### src/rtl/mac_pair_acc_if.sv
// Beat, control and result bundle between the activation source, the dual MAC
// stage and the downstream serializer.
interface mac_pair_acc_if #(
  parameter int LEN_W = 8
);
  logic             START;
  logic [LEN_W-1:0] LEN;
  logic             VALID_IN;
  logic [7:0]       D_IN;
  logic [7:0]       W0;
  logic [7:0]       W1;
  logic             READY_IN;
  logic             BUSY;
  logic             DONE;
  logic [1:0]       SAT;
  logic [15:0]      mac0_out;
  logic [15:0]      mac1_out;

  // Handshake: a beat (D_IN/W0/W1) transfers on a rising edge where
  // VALID_IN & READY_IN; the source may hold VALID_IN low to stall indefinitely.
  modport master (
    output START, LEN, VALID_IN, D_IN, W0, W1,
    input  READY_IN, BUSY, DONE, SAT, mac0_out, mac1_out
  );
  modport slave (
    input  START, LEN, VALID_IN, D_IN, W0, W1,
    output READY_IN, BUSY, DONE, SAT, mac0_out, mac1_out
  );
endinterface

### src/rtl/mac_pair_acc.sv
// Dual signed 8x8 MAC with 16-bit saturating accumulators over a programmed
// run length; DONE pulses once when both results are final.
module mac_pair_acc #(
  parameter int LEN_W = 8
) (
  input  logic        CLKEXT,
  input  logic        RST_GLO,
  input  logic        CLR_MAC,
  mac_pair_acc_if.slave bus,
  output logic [1:0]  state_o
);
  typedef enum logic [1:0] {S_IDLE = 2'd0, S_RUN = 2'd1, S_DONE = 2'd2} state_t;

  state_t           state_q, state_d;
  logic [15:0]      acc0_q, acc0_d, acc1_q, acc1_d;
  logic [1:0]       sat_q, sat_d;
  logic [LEN_W-1:0] cnt_q, cnt_d, len_q, len_d;

  logic signed [15:0] prod0, prod1;
  logic [16:0]        add0, add1;
  logic               beat;

  // Returns {overflow, clamped sum}; the sum is formed at 17 bits.
  function automatic logic [16:0] sat_add(input logic [15:0] acc, input logic [15:0] prod);
    logic [16:0] sum;
    sum = {acc[15], acc} + {prod[15], prod};
    case (sum[16:15])
      2'b01:   sat_add = {1'b1, 16'h7FFF};
      2'b10:   sat_add = {1'b1, 16'h8000};
      default: sat_add = {1'b0, sum[15:0]};
    endcase
  endfunction

  assign prod0 = $signed(bus.D_IN) * $signed(bus.W0);
  assign prod1 = $signed(bus.D_IN) * $signed(bus.W1);
  assign add0  = sat_add(acc0_q, prod0);
  assign add1  = sat_add(acc1_q, prod1);
  assign beat  = (state_q == S_RUN) && bus.VALID_IN;

  always_ff @(posedge CLKEXT or posedge RST_GLO) begin
    if (RST_GLO) begin
      state_q <= S_IDLE;
      acc0_q  <= '0;
      acc1_q  <= '0;
      sat_q   <= '0;
      cnt_q   <= '0;
      len_q   <= '0;
    end else begin
      state_q <= state_d;
      acc0_q  <= acc0_d;
      acc1_q  <= acc1_d;
      sat_q   <= sat_d;
      cnt_q   <= cnt_d;
      len_q   <= len_d;
    end
  end

  always_comb begin
    state_d = state_q;
    acc0_d  = acc0_q;
    acc1_d  = acc1_q;
    sat_d   = sat_q;
    cnt_d   = cnt_q;
    len_d   = len_q;
    if (CLR_MAC) begin
      state_d = S_IDLE;
      acc0_d  = '0;
      acc1_d  = '0;
      sat_d   = '0;
      cnt_d   = '0;
      len_d   = '0;
    end else begin
      case (state_q)
        S_IDLE: begin
          if (bus.START) begin
            acc0_d  = '0;
            acc1_d  = '0;
            sat_d   = '0;
            cnt_d   = '0;
            len_d   = bus.LEN;
            state_d = (bus.LEN == '0) ? S_DONE : S_RUN;
          end
        end
        S_RUN: begin
          if (beat) begin
            acc0_d = add0[15:0];
            acc1_d = add1[15:0];
            sat_d  = sat_q | {add1[16], add0[16]};
            cnt_d  = cnt_q + 1'b1;
            // Compare against length-1 so a full-scale length never needs the counter to wrap.
            if (cnt_q == len_q - 1'b1) state_d = S_DONE;
          end
        end
        S_DONE:  state_d = S_IDLE;
        default: state_d = S_IDLE;
      endcase
    end
  end

  assign bus.READY_IN = (state_q == S_RUN);
  assign bus.BUSY     = (state_q == S_RUN) || (state_q == S_DONE);
  assign bus.DONE     = (state_q == S_DONE);
  assign bus.SAT      = sat_q;
  assign bus.mac0_out = acc0_q;
  assign bus.mac1_out = acc1_q;
  assign state_o      = state_q;
endmodule
### src/flat_wrapper.sv
// flat-port wrapper written by rule: the top's interface ports become plain ports
module mac_pair_acc_flat 
#(
  parameter int LEN_W = 8
)
  (CLKEXT, RST_GLO, CLR_MAC, state_o, bus_START, bus_LEN, bus_VALID_IN, bus_D_IN, bus_W0, bus_W1, bus_READY_IN, bus_BUSY, bus_DONE, bus_SAT, bus_mac0_out, bus_mac1_out);
  mac_pair_acc_if #(.LEN_W(LEN_W)) bus_i ();
  input  logic CLKEXT;
  input  logic RST_GLO;
  input  logic CLR_MAC;
  output logic [1:0] state_o;
  input wire logic [$bits(bus_i.START)-1:0] bus_START;
  input wire logic [$bits(bus_i.LEN)-1:0] bus_LEN;
  input wire logic [$bits(bus_i.VALID_IN)-1:0] bus_VALID_IN;
  input wire logic [$bits(bus_i.D_IN)-1:0] bus_D_IN;
  input wire logic [$bits(bus_i.W0)-1:0] bus_W0;
  input wire logic [$bits(bus_i.W1)-1:0] bus_W1;
  output wire logic [$bits(bus_i.READY_IN)-1:0] bus_READY_IN;
  output wire logic [$bits(bus_i.BUSY)-1:0] bus_BUSY;
  output wire logic [$bits(bus_i.DONE)-1:0] bus_DONE;
  output wire logic [$bits(bus_i.SAT)-1:0] bus_SAT;
  output wire logic [$bits(bus_i.mac0_out)-1:0] bus_mac0_out;
  output wire logic [$bits(bus_i.mac1_out)-1:0] bus_mac1_out;
  assign bus_i.START = bus_START;
  assign bus_i.LEN = bus_LEN;
  assign bus_i.VALID_IN = bus_VALID_IN;
  assign bus_i.D_IN = bus_D_IN;
  assign bus_i.W0 = bus_W0;
  assign bus_i.W1 = bus_W1;
  assign bus_READY_IN = bus_i.READY_IN;
  assign bus_BUSY = bus_i.BUSY;
  assign bus_DONE = bus_i.DONE;
  assign bus_SAT = bus_i.SAT;
  assign bus_mac0_out = bus_i.mac0_out;
  assign bus_mac1_out = bus_i.mac1_out;
  mac_pair_acc #(.LEN_W(LEN_W)) u_core (.CLKEXT(CLKEXT), .RST_GLO(RST_GLO), .CLR_MAC(CLR_MAC), .bus(bus_i), .state_o(state_o));
endmodule
### config.mk
export PLATFORM = sky130hd
export DESIGN_NAME = mac_pair_acc_flat
export DESIGN_NICKNAME = d
export VERILOG_FILES = /design/src/rtl/mac_pair_acc_if.sv /design/src/rtl/mac_pair_acc.sv /design/src/flat_wrapper.sv
export SDC_FILE = /design/constraint.sdc
export NUM_CORES = 1
export LEC_CHECK = 0
export BUFFER_PORTS_ARGS = -buffer_cell sky130_fd_sc_hd__buf_2
export CORE_MARGIN = 1.5
export CORE_UTILIZATION = 40
export DETAILED_ROUTE_END_ITERATION = 10
export PLACE_DENSITY = 0.59
export SLEW_MARGIN = 25
export SYNTH_ARGS = -nofsm -noshare
export SYNTH_HDL_FRONTEND = slang
export SYNTH_SLANG_ARGS = --single-unit
export TNS_END_PERCENT = 30
### constraint.sdc
create_clock -name CLKEXT -period 5.9 [get_ports CLKEXT]
set_clock_uncertainty 0.05 [all_clocks]
set_input_delay 0.295 -clock CLKEXT [delete_from_list [all_inputs] [get_ports CLKEXT]]
set_output_delay 0.295 -clock CLKEXT [all_outputs]
set_load 0.01 [all_outputs]
==> reports/qor_table.md, run 1 <==
| Metric | Reported |
|:---|:---|
| Outcome | complete, no violations |
| Final critical-path required period | 5.556 ns |
| Total global-route track usage | 0.1828 |
| Core Rows | 54 |
| Number of top-level design ports | 76 |
| Total of warnings raised by yosys | 0 |
| Count of nets after finishing | 1279 |
| Syn Area/Cell | 9.548 um^2 |
| Kind of end point of the critical path | flop |
| Peak supply drop | 393.4 uV |
| Port Buffer Count | 75 |
| Antenna violations before repair | 0 |
| Predominant post-synthesis flop cell | sky130_fd_sc_hd__dfrtp_1 |
| Normalized max-slew margin | 0.4475 |
| Number of max-capacitance violations reported | 0 |
| Core Region | 21760 um^2 |
| Area delta synth->final | 10.98% |
| Depth of the CTS H-tree | 2 |
| Register clock-pin slew on the reported worst setup and hold paths | 0.07 ns |
| Unrepaired setup endpoints after global routing | yes |
| Count of instances resized after the clock tree is built | 0 |
| Net switching power | 2826 uW |
| Chip Height | 151.6 um |
| Fraction of registers with async set or reset after synthesis | 1.000 |
| Final worst path period share | 0.9418 |
| Count of non-filler cells in the finished layout | 1283 |
| Global placement routability congestion | 0.8117 |
| Cell with the most instances after synthesis | sky130_fd_sc_hd__inv_1 |
| Violation count after the first detailed-route iteration | 216 |
| Biggest area contributors in the synthesized netlist | sky130_fd_sc_hd__fa_1 (34%), sky130_fd_sc_hd__dfrtp_1 (15%), sky130_fd_sc_hd__ha_1 (12%), sky130_fd_sc_hd__inv_1 (7.2%), sky130_fd_sc_hd__and2_1 (4.5%) |
| Crit path DAT | 5.71 ns |
| Instance count after placement with tap cells included | 1276 |
| Post-synthesis cell area | 8832 um^2 |
| Synthesized instance count | 925 |
| Pin count of the biggest net entering global routing | 53 |
| Sum of negative setup slack | 0 ns |
| Peak Freq | 180.0 MHz |
| Largest fanout on the critical path | 11 |
| Area of the die | 22980 um^2 |
| Cts-stage hold buffer count | 0 |
| Internal Pwr Total | 2541 uW |
| Share of layout cells above drive strength 1 | 0.1266 |
| Maximum clock path buffer count | 2 |
| Count of cell types in the netlist | 68 |
| Final Slew Violations | 0 |
| Starting density of the core | 0.4060 |
| Synthesized netlist net count | 1201 |
| Count of flip-flops with a built-in enable after synthesis | 0 |
| LEAKAGE | 0.005072 uW |
| Leading cell types by count after synthesis | sky130_fd_sc_hd__inv_1 (169), sky130_fd_sc_hd__fa_1 (152), sky130_fd_sc_hd__ha_1 (87) |
| Total wire length after detailed routing | 19.08 mm |
| Clock buffers created by TritonCTS | 5 |
| Global-route wire length before repair | 32.95 mm |
| Data required time at the worst endpoint | 6.05 ns |
| Part of the power in registers | 0.080 |
| Number of antenna cells inserted | 0 |
| Sinks on Clock Net | 52 |
| Worst hold margin | 0.1160 ns |
| Overflow left after global routing | 0 |
| Via density per instance | 4.857 |
| Type of the worst min-delay path | input pin to async pin |
| Vias in the first global route | 6574 |
| CTS tree | built |
| Wire length per cell after detailed routing | 14.87 um |
| Fraction of power consumed by the clock network | 0.071 |
| Post-synthesis sequential area ratio | 0.1473 |
| Type of the worst setup path | flop to flop |
| Die boundary width | 151.6 um |
| Largest area contributor in the synthesized netlist | sky130_fd_sc_hd__fa_1 |
| Filler Cell Count | 2160 |
| Number of hold violations in the final report | 0 |
| Vias | 6232 |
| Pwr per Cell Area | 547.5 nW/um^2 |
| Post-synthesis register bit count | 52 |
| Library cell used as clock root buffer | sky130_fd_sc_hd__clkbuf_16 |
| Remaining DRCs | 0 |
| Count of buffers added by post-CTS timing repair for setup | 0 |
| Transition at the pin with the smallest max-transition slack | 0.8287 ns |
| Comb pwr share | 0.849 |
| HPWL after DPL | 16.52 mm |
| Sw Share | 0.5265 |
| Skew-Pair Late Insertion Delay | 0.31 ns |
| Number of optimization iterations in the first detailed-route pass | 4 |
| Share of the synthesized area in the top cell type | 0.3445 |
| Setup-failing EPs final | 0 |
| Post-route ant nets | 0 |
| Kind of start point of the critical path | flop |
cells in the final DEF, fill, tap and decap left out, types with 3 or more instances in the layout:
cell,instances
sky130_fd_sc_hd__inv_1,168
sky130_fd_sc_hd__fa_1,152
sky130_fd_sc_hd__ha_1,87
sky130_fd_sc_hd__nand2_1,82
sky130_fd_sc_hd__buf_2,75
sky130_fd_sc_hd__and2_1,64
sky130_fd_sc_hd__nor2_1,57
sky130_fd_sc_hd__dfrtp_1,52
sky130_fd_sc_hd__a21oi_1,32
sky130_fd_sc_hd__xnor2_1,30
sky130_fd_sc_hd__buf_4,21
sky130_fd_sc_hd__o21ai_0,18
sky130_fd_sc_hd__xor2_1,16
sky130_fd_sc_hd__nand3_1,14
sky130_fd_sc_hd__nor3_1,11
sky130_fd_sc_hd__a21o_1,11
sky130_fd_sc_hd__o22ai_1,10
sky130_fd_sc_hd__o21bai_1,8
sky130_fd_sc_hd__o21ai_1,7
sky130_fd_sc_hd__nor2b_1,5
sky130_fd_sc_hd__nand2b_1,5
sky130_fd_sc_hd__clkbuf_16,5
sky130_fd_sc_hd__nand4_1,4
sky130_fd_sc_hd__mux2i_1,4
sky130_fd_sc_hd__a31oi_1,4
sky130_fd_sc_hd__and3_1,3
sky130_fd_sc_hd__o31ai_1,3
sky130_fd_sc_hd__or3_1,3
per-stage QoR:
| stage | power, uW | util | area (um^2) | setup slack, ns |
|---|---|---|---|---|
| global route | 6022 | 0.4505 | 9802 | -0.02927 |
| detailed placement | 4973 | 0.4418 | 9612 | 0.04593 |
| global placement | 4957 | 0.4411 | 9597 | 0.07488 |
| CTS | 5401 | 0.4503 | 9797 | 0.2664 |
| floorplan | 3919 | - | 8832 | 0.1514 |
| finish | 5367 | 0.4505 | 9802 | 0.3436 |
power groups by stage:
stage / combinational, uW / sequential (uW) / clock [uW]
2_1_floorplan: 3480 / 436 / 0
3_3_place_gp: 4520 / 435 / 0
3_5_place_dp: 4540 / 435 / 0
4_1_cts: 4580 / 429 / 393
5_1_grt: 5180 / 432 / 409
6_report: 4560 / 427 / 383
state kept, by name, summed over array words and instances (netlist names):
| name | flops |
|---|---|
| u_core.bus.SAT | 2 |
| u_core.cnt_q | 8 |
| u_core.state_o | 2 |
| u_core.len_q | 8 |
| u_core.bus.mac1_out | 16 |
| u_core.bus.mac0_out | 16 |
per-layer routing:
| metal | up-vias | global-route usage | wire [um] |
|---|---|---|---|
| met3 | 9 | 0.02395 | 763 |
| met1 | 3071 | 0.2651 | 9285 |
| li1 | 3060 | - | - |
| met5 | - | 0 | 0 |
| met4 | 0 | 0.03125 | 171 |
| met2 | 92 | 0.2961 | 8856 |
final cells by class:
| class | count | area, um^2 | area share |
|---|---|---|---|
| Inverter | 171 | 641.9 | 0.06548 |
| Clock inverter | 2 | 60.06 | 0.006127 |
| Multi-Input combinational cell | 676 | 6775 | 0.6912 |
| Sequential cell | 52 | 1301 | 0.1328 |
| Tap cell | 280 | 350.3 | 0.03574 |
| Timing Repair Buffer | 97 | 548.0 | 0.05591 |
| Clock buffer | 5 | 125.1 | 0.01276 |
cells by family (layout without fill, tap and decap cells):
| group | Yosys count | in the layout | share of synthesized area |
|---|---|---|---|
| AO/OA/AOI/OAI | 121 | 121 | 0.09350 |
| XOR/XNOR | 47 | 47 | 0.04746 |
| adder cells (fa/ha/maj) | 239 | 239 | 0.4678 |
| buffers and inverters | 197 | 275 | 0.08712 |
| flip-flops | 52 | 52 | 0.1473 |
| multiplexers | 5 | 5 | 0.005808 |
| AND/OR/NAND/NOR | 264 | 264 | 0.1510 |
critical path, cell delays in order, from the launching register on:
cell and delay, ns:
sky130_fd_sc_hd__dfrtp_1 0.37, sky130_fd_sc_hd__inv_1 0.10, sky130_fd_sc_hd__fa_1 0.55, sky130_fd_sc_hd__inv_1 0.05
sky130_fd_sc_hd__fa_1 0.46, sky130_fd_sc_hd__ha_1 0.28, sky130_fd_sc_hd__inv_1 0.04, sky130_fd_sc_hd__fa_1 0.48
sky130_fd_sc_hd__inv_1 0.04, sky130_fd_sc_hd__ha_1 0.26, sky130_fd_sc_hd__ha_1 0.20, sky130_fd_sc_hd__inv_1 0.08
sky130_fd_sc_hd__fa_1 0.45, sky130_fd_sc_hd__nor2b_1 0.17, sky130_fd_sc_hd__o31a_1 0.23, sky130_fd_sc_hd__nor3_2 0.05
sky130_fd_sc_hd__o21ai_1 0.27, sky130_fd_sc_hd__a31oi_2 0.16, sky130_fd_sc_hd__xnor2_1 0.15, sky130_fd_sc_hd__ha_1 0.36
sky130_fd_sc_hd__inv_1 0.32, sky130_fd_sc_hd__nor3_1 0.09, sky130_fd_sc_hd__o31ai_1 0.23
path summary, 6_finish.rpt:
kind / cells past startpoint / endpoint / slack [ns] / startpoint
worst max-delay path: 22 / u_core.bus.mac0_out[10]$_DFFE_PP0P_ / 0.34 / u_core.bus.mac0_out[4]$_DFFE_PP0P_
worst min-delay path: 3 / u_core.bus.mac0_out[7]$_DFFE_PP0P_ / 0.12 / RST_GLO
worst max register to register: 22 / u_core.bus.mac0_out[10]$_DFFE_PP0P_ / 0.34 / u_core.bus.mac0_out[4]$_DFFE_PP0P_
worst min register to register: 2 / u_core.bus.SAT[1]$_DFFE_PP0P_ / 0.46 / u_core.bus.SAT[1]$_DFFE_PP0P_
max in group asynchronous: 3 / u_core.bus.mac1_out[8]$_DFFE_PP0P_ / 5.21 / RST_GLO
min in group CLKEXT: 3 / u_core.len_q[3]$_DFFE_PP0P_ / 0.18 / bus_LEN[3]
(Power assumes the default switching activity.)
==> run 2, diff against run 1 <==
--- a/config.mk
+++ b/config.mk
@@ -9,7 +9,7 @@
 export CORE_MARGIN = 1.5
 export CORE_UTILIZATION = 40
 export DETAILED_ROUTE_END_ITERATION = 10
-export PLACE_DENSITY = 0.59
+export PLACE_DENSITY = 0.61
 export SLEW_MARGIN = 25
 export SYNTH_ARGS = -nofsm -noshare
 export SYNTH_HDL_FRONTEND = slang
==> constraint.sdc (replaced) <==
create_clock -name CLKEXT -period 5 [get_ports CLKEXT]
set_clock_uncertainty 0.05 [all_clocks]
set_input_delay 0.25 -clock CLKEXT [delete_from_list [all_inputs] [get_ports CLKEXT]]
set_output_delay 0.25 -clock CLKEXT [all_outputs]
set_load 0.01 [all_outputs]
==> reports/qor_table.md, run 2 (synthesized netlist as in run 1, its figures left out) <==
| Metric | Reported |
|:---|:---|
| Die boundary width | 151.6 um |
| Starting density of the core | 0.4060 |
| Crit path DAT | 5.25 ns |
| Depth of the CTS H-tree | 2 |
| Depth of the most critical reg-to-reg path | 22 |
| Port Buffer Count | 75 |
| Worst setup path endpoint | u_core.bus.mac0_out[12]$_DFFE_PP0P_ |
| Number of antenna cells inserted | 0 |
| Core Rows | 54 |
| Normalized max-slew margin | 0.3408 |
| Total wire length after detailed routing | 21.26 mm |
| Share of layout cells above drive strength 1 | 0.2990 |
| Overflow left after global routing | 0 |
| Final Slew Violations | 0 |
| Transition at the pin with the smallest max-transition slack | 0.9888 ns |
| Library cell used as clock root buffer | sky130_fd_sc_hd__clkbuf_16 |
| Remaining DRCs | 0 |
| Largest fanout on the critical path | 5 |
| Antenna violations before repair | 0 |
| Data required time at the worst endpoint | 5.15 ns |
| Cts-stage hold buffer count | 0 |
| Final worst path period share | 1.020 |
| Pin count of the biggest net entering global routing | 53 |
| Core Region | 21760 um^2 |
| Number of hold violations in the final report | 0 |
| Count of nets after finishing | 1432 |
| Clock buffers created by TritonCTS | 5 |
| Unrepaired setup endpoints after global routing | yes |
| Area of the die | 22980 um^2 |
| Peak Freq | 196.1 MHz |
| Global placement routability congestion | 0.8376 |
| Post-route ant nets | 0 |
| Worst hold margin | 0.07602 ns |
| Type of the worst setup path | flop to flop |
| Reg-to-Reg End | u_core.bus.mac0_out[12]$_DFFE_PP0P_ |
| Area delta synth->final | 29.30% |
| Setup slack of the worst register-to-register path | -0.10 ns |
| Outcome | finished, violations left |
| Sinks on Clock Net | 52 |
| CTS tree | built |
| Vias | 6947 |
| Kind of start point of the critical path | flop |
| Final critical-path required period | 5.101 ns |
| Violation count after the first detailed-route iteration | 233 |
| Number of optimization iterations in the first detailed-route pass | 4 |
| Most common library cell in the layout ignoring fill and taps | sky130_fd_sc_hd__buf_4 |
| Setup-failing EPs final | 32 |
| HPWL after DPL | 17.78 mm |
| Wire length on met2 | 10.19 mm |
| Routed length on met1 | 9.934 mm |
| Reg2Reg Launch Point | u_core.bus.mac0_out[6]$_DFFE_PP0P_ |
| Highest signal layer in the routed design | met4 |
| Global-route wire length before repair | 36.29 mm |
| Skew-Pair Late Insertion Delay | 0.31 ns |
| Top library cells by usage in the layout, fill and taps aside | sky130_fd_sc_hd__buf_4 (163), sky130_fd_sc_hd__inv_1 (154), sky130_fd_sc_hd__fa_1 (146), sky130_fd_sc_hd__nand2_1 (79), sky130_fd_sc_hd__buf_2 (73) |
| Kind of end point of the critical path | flop |
| Register clock-pin slew on the reported worst setup and hold paths | 0.07 ns |
| Vias in the first global route | 7461 |
| Number of top-level design ports | 76 |
| Violations in the final reports | setup timing |
| Crit path from | u_core.bus.mac0_out[6]$_DFFE_PP0P_ |
| Wire length per cell after detailed routing | 14.80 um |
| Total global-route track usage | 0.2018 |
| Final standard cell utilization of the core | 0.5249 |
| Chip Height | 151.6 um |
| Number of max-capacitance violations reported | 0 |
| Via density per instance | 4.834 |
| Met3 wire length | 836 um |
| Type of the worst min-delay path | input pin to async pin |
| Maximum clock path buffer count | 2 |
| Final worst slack | -0.1006 ns |
[run 2: metal layers]
layer / global-route usage / up-vias
met4: 0.04423 / 0
met5: 0 / -
met1: 0.2851 / 3424
li1: - / 3379
met3: 0.02635 / 22
met2: 0.3314 / 122
[run 2: per-stage QoR]
| stage | instances | TNS [ns] | cell area, um^2 | setup WS [ns] |
|---|---|---|---|---|
| floorplan | 925 | -4.528 | 9042 | -0.2701 |
| global placement | 1411 | -15.12 | 10790 | -0.5161 |
| detailed placement | 1412 | -16.87 | 10810 | -0.5927 |
| CTS | 1433 | -4.104 | 11320 | -0.2234 |
| global route | 1437 | -9.775 | 11420 | -0.3436 |
| finish | 1437 | -1.559 | 11420 | -0.1006 |
[run 2: how the worst min path moves through the flow]
stage                                          end  startpoint  slack (ns)  cells past startpoint
2_1_floorplan          u_core.len_q[7]$_DFFE_PP0P_  bus_LEN[7]        0.34                      2
3_3_place_gp   u_core.bus.mac0_out[15]$_DFFE_PP0P_     RST_GLO        0.43                      3
3_5_place_dp   u_core.bus.mac0_out[15]$_DFFE_PP0P_     RST_GLO        0.44                      3
4_1_cts        u_core.bus.mac0_out[15]$_DFFE_PP0P_     RST_GLO        0.11                      3
5_1_grt                u_core.len_q[0]$_DFFE_PP0P_  bus_LEN[0]        0.13                      3
6_report       u_core.bus.mac0_out[10]$_DFFE_PP0P_     RST_GLO        0.08                      3
[run 2: cell type report]
type                       instances  area (um^2)
tap                              280        350.3
timing repair buffer             248         1777
inverter                         171        645.6
fill                            2020        10340
sequential                        52         1301
clock buffer                       6        138.9
multi-input combinational        677         7186
timing repair inverter             1        7.507
clock inverter                     2        13.76
[run 2: timing repair]
item                       in CTS  in global routing
resized for setup              55                 12
setup buffers                  11                  4
gates cloned                    2                  0
pin swaps                      47                 31
setup endpoints to repair      34                 34
[run 2: critical path, cell delays in order, from the launching register on]
cell and delay (ns):
sky130_fd_sc_hd__dfrtp_1 0.37, sky130_fd_sc_hd__inv_2 0.08, sky130_fd_sc_hd__fa_1 0.52, sky130_fd_sc_hd__inv_1 0.06
sky130_fd_sc_hd__fa_1 0.48, sky130_fd_sc_hd__inv_1 0.05, sky130_fd_sc_hd__fa_1 0.51, sky130_fd_sc_hd__inv_2 0.05
sky130_fd_sc_hd__fa_2 0.35, sky130_fd_sc_hd__fa_1 0.48, sky130_fd_sc_hd__ha_4 0.30, sky130_fd_sc_hd__o21a_1 0.10
sky130_fd_sc_hd__o31a_1 0.18, sky130_fd_sc_hd__nor3_2 0.06, sky130_fd_sc_hd__o21ai_2 0.19, sky130_fd_sc_hd__a31oi_4 0.13
sky130_fd_sc_hd__xnor2_2 0.21, sky130_fd_sc_hd__ha_4 0.26, sky130_fd_sc_hd__o21ai_4 0.20, sky130_fd_sc_hd__buf_6 0.15
sky130_fd_sc_hd__nor2_2 0.03, sky130_fd_sc_hd__mux2i_1 0.14, sky130_fd_sc_hd__nand2_1 0.06
Power of run 2 is left out: the tool's default activity adds up to more than one toggle a clock period on the data nets, which glitch-free logic cannot reach.
